==> config.mk <==
export PLATFORM = sky130hd
export DESIGN_NAME = seg7_word_decoder
export DESIGN_NICKNAME = d
export VERILOG_FILES = /design/src/rtl/seg7_word_decoder.sv
export SDC_FILE = /design/constraint.sdc
export NUM_CORES = 1
export LEC_CHECK = 0
export CAP_MARGIN = 20
export CORE_MARGIN = 1.5
export CORE_UTILIZATION = 48
export CTS_BUF_LIST = sky130_fd_sc_hd__clkbuf_16
export CTS_CLUSTER_SIZE = 24
export DETAILED_ROUTE_END_ITERATION = 8
export GPL_TIMING_DRIVEN = 0
export PLACE_DENSITY = 0.71
export SYNTH_ARGS = -nofsm -noshare
export SYNTH_HDL_FRONTEND = slang
export SYNTH_SLANG_ARGS = --single-unit
==> constraint.sdc <==
create_clock -name clk -period 4.65 [get_ports clk]
set_input_delay 0.93 -clock clk [delete_from_list [all_inputs] [get_ports clk]]
set_output_delay 0.93 -clock clk [all_outputs]
set_load 0.01 [all_outputs]
==> src/rtl/seg7_word_decoder.sv <==
// seg7_word_decoder
//   Reassembles a hex word from a digit-serial stream of active-low
//   seven-segment patterns (most-significant digit first, frame start marked
//   by seg_sof). Every pattern is checked against the 16 legal glyphs. A
//   clean frame updates word_out with a one-cycle word_valid pulse. A frame
//   holding any illegal glyph pulses frame_err instead. A new SOF before the
//   frame completes pulses frame_abort and restarts collection on that beat.
//
// Ports
//   clk          clock, posedge
//   reset_n      async active-low reset
//   seg_valid    a pattern is present on seg_in
//   seg_sof      with seg_valid: this is digit 0 of a frame
//   seg_in[6:0]  segment pattern, bit0=a .. bit6=g, 0 = lit
//   word_out     last good word, digit 0 in the top nibble
//   word_valid   pulse: word_out was updated
//   frame_err    pulse: a frame completed with at least one illegal pattern
//   frame_abort  pulse: SOF arrived while a frame was being collected
//   busy         high while collecting a frame
module seg7_word_decoder #(
  parameter int NUM_DIGITS = 4
) (
  input  logic                    clk,
  input  logic                    reset_n,
  input  logic                    seg_valid,
  input  logic                    seg_sof,
  input  logic [6:0]              seg_in,
  output logic [4*NUM_DIGITS-1:0] word_out,
  output logic                    word_valid,
  output logic                    frame_err,
  output logic                    frame_abort,
  output logic                    busy
);

  localparam int W  = 4 * NUM_DIGITS;
  localparam int CW = (NUM_DIGITS > 1) ? $clog2(NUM_DIGITS) : 1;

  typedef enum logic {IDLE, COLLECT} state_t;

  state_t          state_q, state_d;
  logic [CW-1:0]   cnt_q, cnt_d;
  logic [W-1:0]    asm_q, asm_d;
  logic            bad_q, bad_d;
  logic [W-1:0]    word_q, word_d;
  logic            wv_q, wv_d;
  logic            err_q, err_d;
  logic            abort_q, abort_d;
  logic            busy_q, busy_d;

  // {legal, nibble}; illegal patterns decode to nibble 0 so they never leak
  // into the assembly register.
  function automatic logic [4:0] seg_decode(input logic [6:0] s);
    logic [4:0] r;
    case (s)
      7'h40: r = {1'b1, 4'h0};
      7'h79: r = {1'b1, 4'h1};
      7'h24: r = {1'b1, 4'h2};
      7'h30: r = {1'b1, 4'h3};
      7'h19: r = {1'b1, 4'h4};
      7'h12: r = {1'b1, 4'h5};
      7'h02: r = {1'b1, 4'h6};
      7'h78: r = {1'b1, 4'h7};
      7'h00: r = {1'b1, 4'h8};
      7'h10: r = {1'b1, 4'h9};
      7'h08: r = {1'b1, 4'hA};
      7'h03: r = {1'b1, 4'hB};
      7'h46: r = {1'b1, 4'hC};
      7'h21: r = {1'b1, 4'hD};
      7'h06: r = {1'b1, 4'hE};
      7'h0E: r = {1'b1, 4'hF};
      default: r = 5'b0_0000;
    endcase
    return r;
  endfunction

  logic [4:0]   dec;
  logic         legal;
  logic [W-1:0] nib_w;
  logic         finish;

  assign dec   = seg_decode(seg_in);
  assign legal = dec[4];
  assign nib_w = W'(dec[3:0]);

  always_comb begin
    state_d = state_q;
    cnt_d   = cnt_q;
    asm_d   = asm_q;
    bad_d   = bad_q;
    word_d  = word_q;
    wv_d    = 1'b0;
    err_d   = 1'b0;
    abort_d = 1'b0;
    finish  = 1'b0;

    case (state_q)
      IDLE: begin
        if (seg_valid && seg_sof) begin
          asm_d = nib_w;
          bad_d = ~legal;
          cnt_d = CW'(1);
          // A one-digit frame completes on its own SOF beat.
          if (NUM_DIGITS == 1) finish = 1'b1;
          else                 state_d = COLLECT;
        end
      end
      COLLECT: begin
        if (seg_valid) begin
          if (seg_sof) begin
            // Drop the partial frame; this beat is digit 0 of the next one.
            abort_d = 1'b1;
            asm_d   = nib_w;
            bad_d   = ~legal;
            cnt_d   = CW'(1);
          end else begin
            asm_d = (asm_q << 4) | nib_w;
            bad_d = bad_q | ~legal;
            cnt_d = cnt_q + CW'(1);
            if (cnt_q == CW'(NUM_DIGITS - 1)) finish = 1'b1;
          end
        end
      end
      default: state_d = IDLE;
    endcase

    if (finish) begin
      if (bad_d) begin
        err_d = 1'b1;
      end else begin
        word_d = asm_d;
        wv_d   = 1'b1;
      end
      state_d = IDLE;
      bad_d   = 1'b0;
      cnt_d   = '0;
    end

    busy_d = (state_d == COLLECT);
  end

  always_ff @(posedge clk or negedge reset_n) begin
    if (!reset_n) begin
      state_q <= IDLE;
      cnt_q   <= '0;
      asm_q   <= '0;
      bad_q   <= 1'b0;
      word_q  <= '0;
      wv_q    <= 1'b0;
      err_q   <= 1'b0;
      abort_q <= 1'b0;
      busy_q  <= 1'b0;
    end else begin
      state_q <= state_d;
      cnt_q   <= cnt_d;
      asm_q   <= asm_d;
      bad_q   <= bad_d;
      word_q  <= word_d;
      wv_q    <= wv_d;
      err_q   <= err_d;
      abort_q <= abort_d;
      busy_q  <= busy_d;
    end
  end

  assign word_out    = word_q;
  assign word_valid  = wv_q;
  assign frame_err   = err_q;
  assign frame_abort = abort_q;
  assign busy        = busy_q;

endmodule

==> results list <==
- The flow ran to the end, and the final reports show no timing, DRC or antenna violations.
- After detailed routing, the number of vias per cell comes to 5.76.
- The compound-gate portion of the synthesized area is 0.187.
- The worst setup path is launched from a primary input.
- In this run, CTS created clock tree buffers numbering 5.
* Hold buffers post-CTS: 0
- Die outline area: 4580 um^2
* Crit-path leading delay family: buffers and inverters
- Of the total power, combinational logic draws 0.266.
* Worst setup path start: seg_in[6]
- The critical path contains buffers and inverters numbering 3 combined.
- Top cells by count, synth: dfrtp_1 (39), inv_1 (16), o22ai_1 (13)
* Power per cell area: 468 nW/um^2
* Synthesized Nets: 196
* Most common cell in the netlist: dfrtp_1
- FFs w/ async S/R, synth: 1.00
- 0 antenna diodes ended up in the layout.
- The cell count after synthesis came out at 184.
- HP Class: flop to flop
- Average wire per standard cell: 16.3 um
- The cell sitting at the root of the clock tree is a clkbuf_16.
- Input and output buffers added on the ports amount to 30.
- Vias in the first global route: 1574
* Critical-path cell list: clkdlybuf4s50_1 > buf_4 > nor4_1 > o21ai_1 > o311a_2 > a31oi_4 > buf_6 > mux2_4
- Mux contribution to synthesized area: 0.107
* Aggregate routed wire length: 4.43 mm
- Total I/O pin count: 31
- The final layout contains 233 nets.
* Static Leak: 1.09 nW
- # rows: 23
- TritonCTS built the clock tree.
* Remaining routing DRC violations: 0
- The synthesized design contains 39 register bits.
- Of the post-synthesis cell area, the dominant cell type holds 0.486.
* Setup repair bufs after CTS: 0
- Among all flip-flop cells after synthesis, the most frequent one is dfrtp_1.
- Static timing analysis puts the maximum clock frequency at 0.318 GHz.
- Of the total synthesized cell area, the portion taken by XOR and XNOR cells is 0.
- The H-tree was split into 2 levels.
* First-pass GRT wire length: 7.15 mm
* Switching power total: 0.319 mW
- Syn_area_per_cell: 10.9 um^2
- Maximum single-stage delay on the critical path: 0.48 ns
- Setup repair after global routing left no endpoint under its margin.
* Crit-path max FO: 10
- The total area inside the core boundary comes to 4000 um^2.
* Die span in y: 67.7 um
- Clock network fraction of total power: 0.365
* Die extent in x: 67.7 um
* Area fraction in and, or, nand and nor cells after synthesis: 0.143
* Critical Path RT: 4.81 ns
- Leading post-synthesis cells by cell area: dfrtp_1 (49%), mux2_4 (6.7%), a2bb2oi_1 (5.2%), o22ai_1 (4.0%), mux2_2 (3.9%)
* DRT antenna net count: 0
- On the final layout, the worst clock skew is 0.00264 ns.
- RePlAce Congestion: 0.898
- After global routing the overflow that remains totals 0.
- For this run, the register share of the synthesized area comes to 0.486.
- Setup-failing EPs final: 0
- Of the total power, the share spent switching nets is 0.267.
* Initial core utilization: 0.502
* EDFF count, synth: 0
- Across the run, the number of max-cap violations was 0.
* Bufs on Longest Clock Path: 2
- Clock latency at the later pin of the worst-skew pair: 0.28 ns
* Iteration-0 DRC count of the detailed router: 93
- Setup slack on the worst reg-to-reg path comes out at 2.33 ns.
* Internal Dissipation: 0.876 mW
- The startpoint identified for the worst register-to-register timing path is busy$_DFF_PN0_.
* Routed vias: 1568
- After synthesis, the largest family of logic cells by area is compound AO/OA/AOI/OAI gates.
- Proportion of layout cells with a drive suffix above 1: 0.171
* Source of the worst hold timing path: word_out[13]$_DFFE_PN0P_
- In the final timing run, aggregate negative setup slack is 0 ns.
- Post-CTS repair changed the size of 0 cells.
* Number of antenna violations at the first check in global routing: 0
* Worst vdd rail ir drop: 0.297 mV
- Relative to the synthesized area, the layout overhead comes to 27.2%.
- Entering global routing, the biggest net connects 40 pins.
- Data on the critical path arrives at its endpoint at 3.31 ns.
- Period utilization: 0.677
- Unique cell type count in the Yosys netlist: 44
- Worst Max-Slew Pin Slew: 0.864 ns
- Yosys printed 0 warnings.
- The count of pins over their slew limit was 0.
- HPWL Detailed: 3.05 mm
* First-pass DRT Iterations: 4
* Clock sink total: 39
- Clock transition at the register clock pins on the worst setup and hold paths after CTS: 0.06 ns
* Core utilization of the finished layout: 0.639
* Start-to-end type of the worst setup path: primary input to flop
* Critical path's slowest cell: clkdlybuf4s50_1
* Worst max-slew margin expressed relative to the limit: 0.424
- STA classifies the critical path endpoint as a flop.
- Tmin final: 3.15 ns
- Cell area after synthesis: 2010 um^2
* Synth Area in Adders: 0.00623
- Proportion of power drawn by flip-flops and latches: 0.369
- Yosys top cell by area: dfrtp_1
- In the global route stage, overall resource usage came out at 0.209.
- Final-report hold violation count: 0
==> metrics by stage <==
step | hold WS, ns | area [um^2] | power (mW) | instances | setup slack (ns)
floorplan | 0.473 | 2010 | 0.638 | 184 | 2.05
global placement | 0.489 | 2370 | 0.750 | 264 | 1.33
detailed placement | 0.496 | 2370 | 0.760 | 264 | 1.27
CTS | 0.514 | 2550 | 1.20 | 272 | 1.56
global route | 0.529 | 2550 | 1.25 | 272 | 1.35
finish | 0.508 | 2550 | 1.20 | 272 | 1.50
==> cell usage in the layout, fill, tap and decap left out, drive strengths merged <==
cell,n
a211oi,1
a21boi,1
a21oi,5
a22o,1
a2bb2oi,12
a31oi,5
a32oi,1
and2,2
and3,2
and3b,2
and4b,1
and4bb,1
buf,11
bufinv,2
clkbuf,10
clkdlybuf4s50,29
dfrtp,39
ha,1
inv,17
mux2,16
nand2,7
nand2b,1
nand3b,2
nand4,4
nand4b,2
nor2,8
nor3,4
nor3b,2
nor4,1
nor4b,3
nor4bb,2
o21a,2
o21ai,7
o22a,1
o22ai,13
o311a,1
o32a,1
or3,1
or3b,1
==> kinds of logic after synthesis <==
logic type	count (synthesis)
AOI/OAI and AO/OA	51
DFF	39
muxes	16
buffers and inverters	31
adders and majority gates	1
and+or+nand+nor	46
==> power by group through the flow <==
stage	Clock (mW)	Sequential, mW	Combinational, mW
after floorplan	0	0.452	0.185
after global placement	0	0.444	0.306
after detailed placement	0	0.447	0.314
after CTS	0.444	0.442	0.318
after global routing	0.452	0.451	0.346
final	0.436	0.441	0.318
==> cell type report <==
class / instances / area (um^2)
fill: 340 / 1450
sequential: 39 / 976
multi-input combinational: 114 / 890
timing repair buffer: 30 / 295
clock buffer: 5 / 125
buffer: 15 / 82.6
clock inverter: 3 / 63.8
tap: 50 / 62.6
inverter: 16 / 60.1
==> worst reg2reg max path, stage by stage (launching register included) <==
cell and delay, ns:
dfrtp_1 0.39, clkbuf_1 0.36, and2_0 0.35, nand4_1 0.19, a31oi_4 0.36, buf_6 0.24, mux2_4 0.32
==> worst paths after layout <==
| path | cells after the start | end |
|---|---|---|
| max | 8 | word_out[7]$_DFFE_PN0P_ |
| min | 1 | word_out[13]$_DFFE_PN0P_ |
| max reg2reg | 6 | word_out[7]$_DFFE_PN0P_ |
| min reg2reg | 1 | word_out[13]$_DFFE_PN0P_ |
| max in group asynchronous | 1 | asm_q[11]$_DFF_PN0_ |
| min in group asynchronous | 1 | frame_abort$_DFF_PN0_ |
==> flip-flops by register name, summed over array words and instances (netlist names) <==
register	count
asm_q	16
bad_q	1
busy	1
cnt_q	2
frame_abort	1
frame_err	1
word_out	16
word_valid	1
==> routing by layer <==
layer	track usage	routed length, um	vias to the layer above
li1	-	-	751
met1	0.270	2040	766
met2	0.341	2180	44
met3	0.0583	176	7
met4	0.0612	38	0
met5	0	0	-
(Power assumes the default switching activity.)
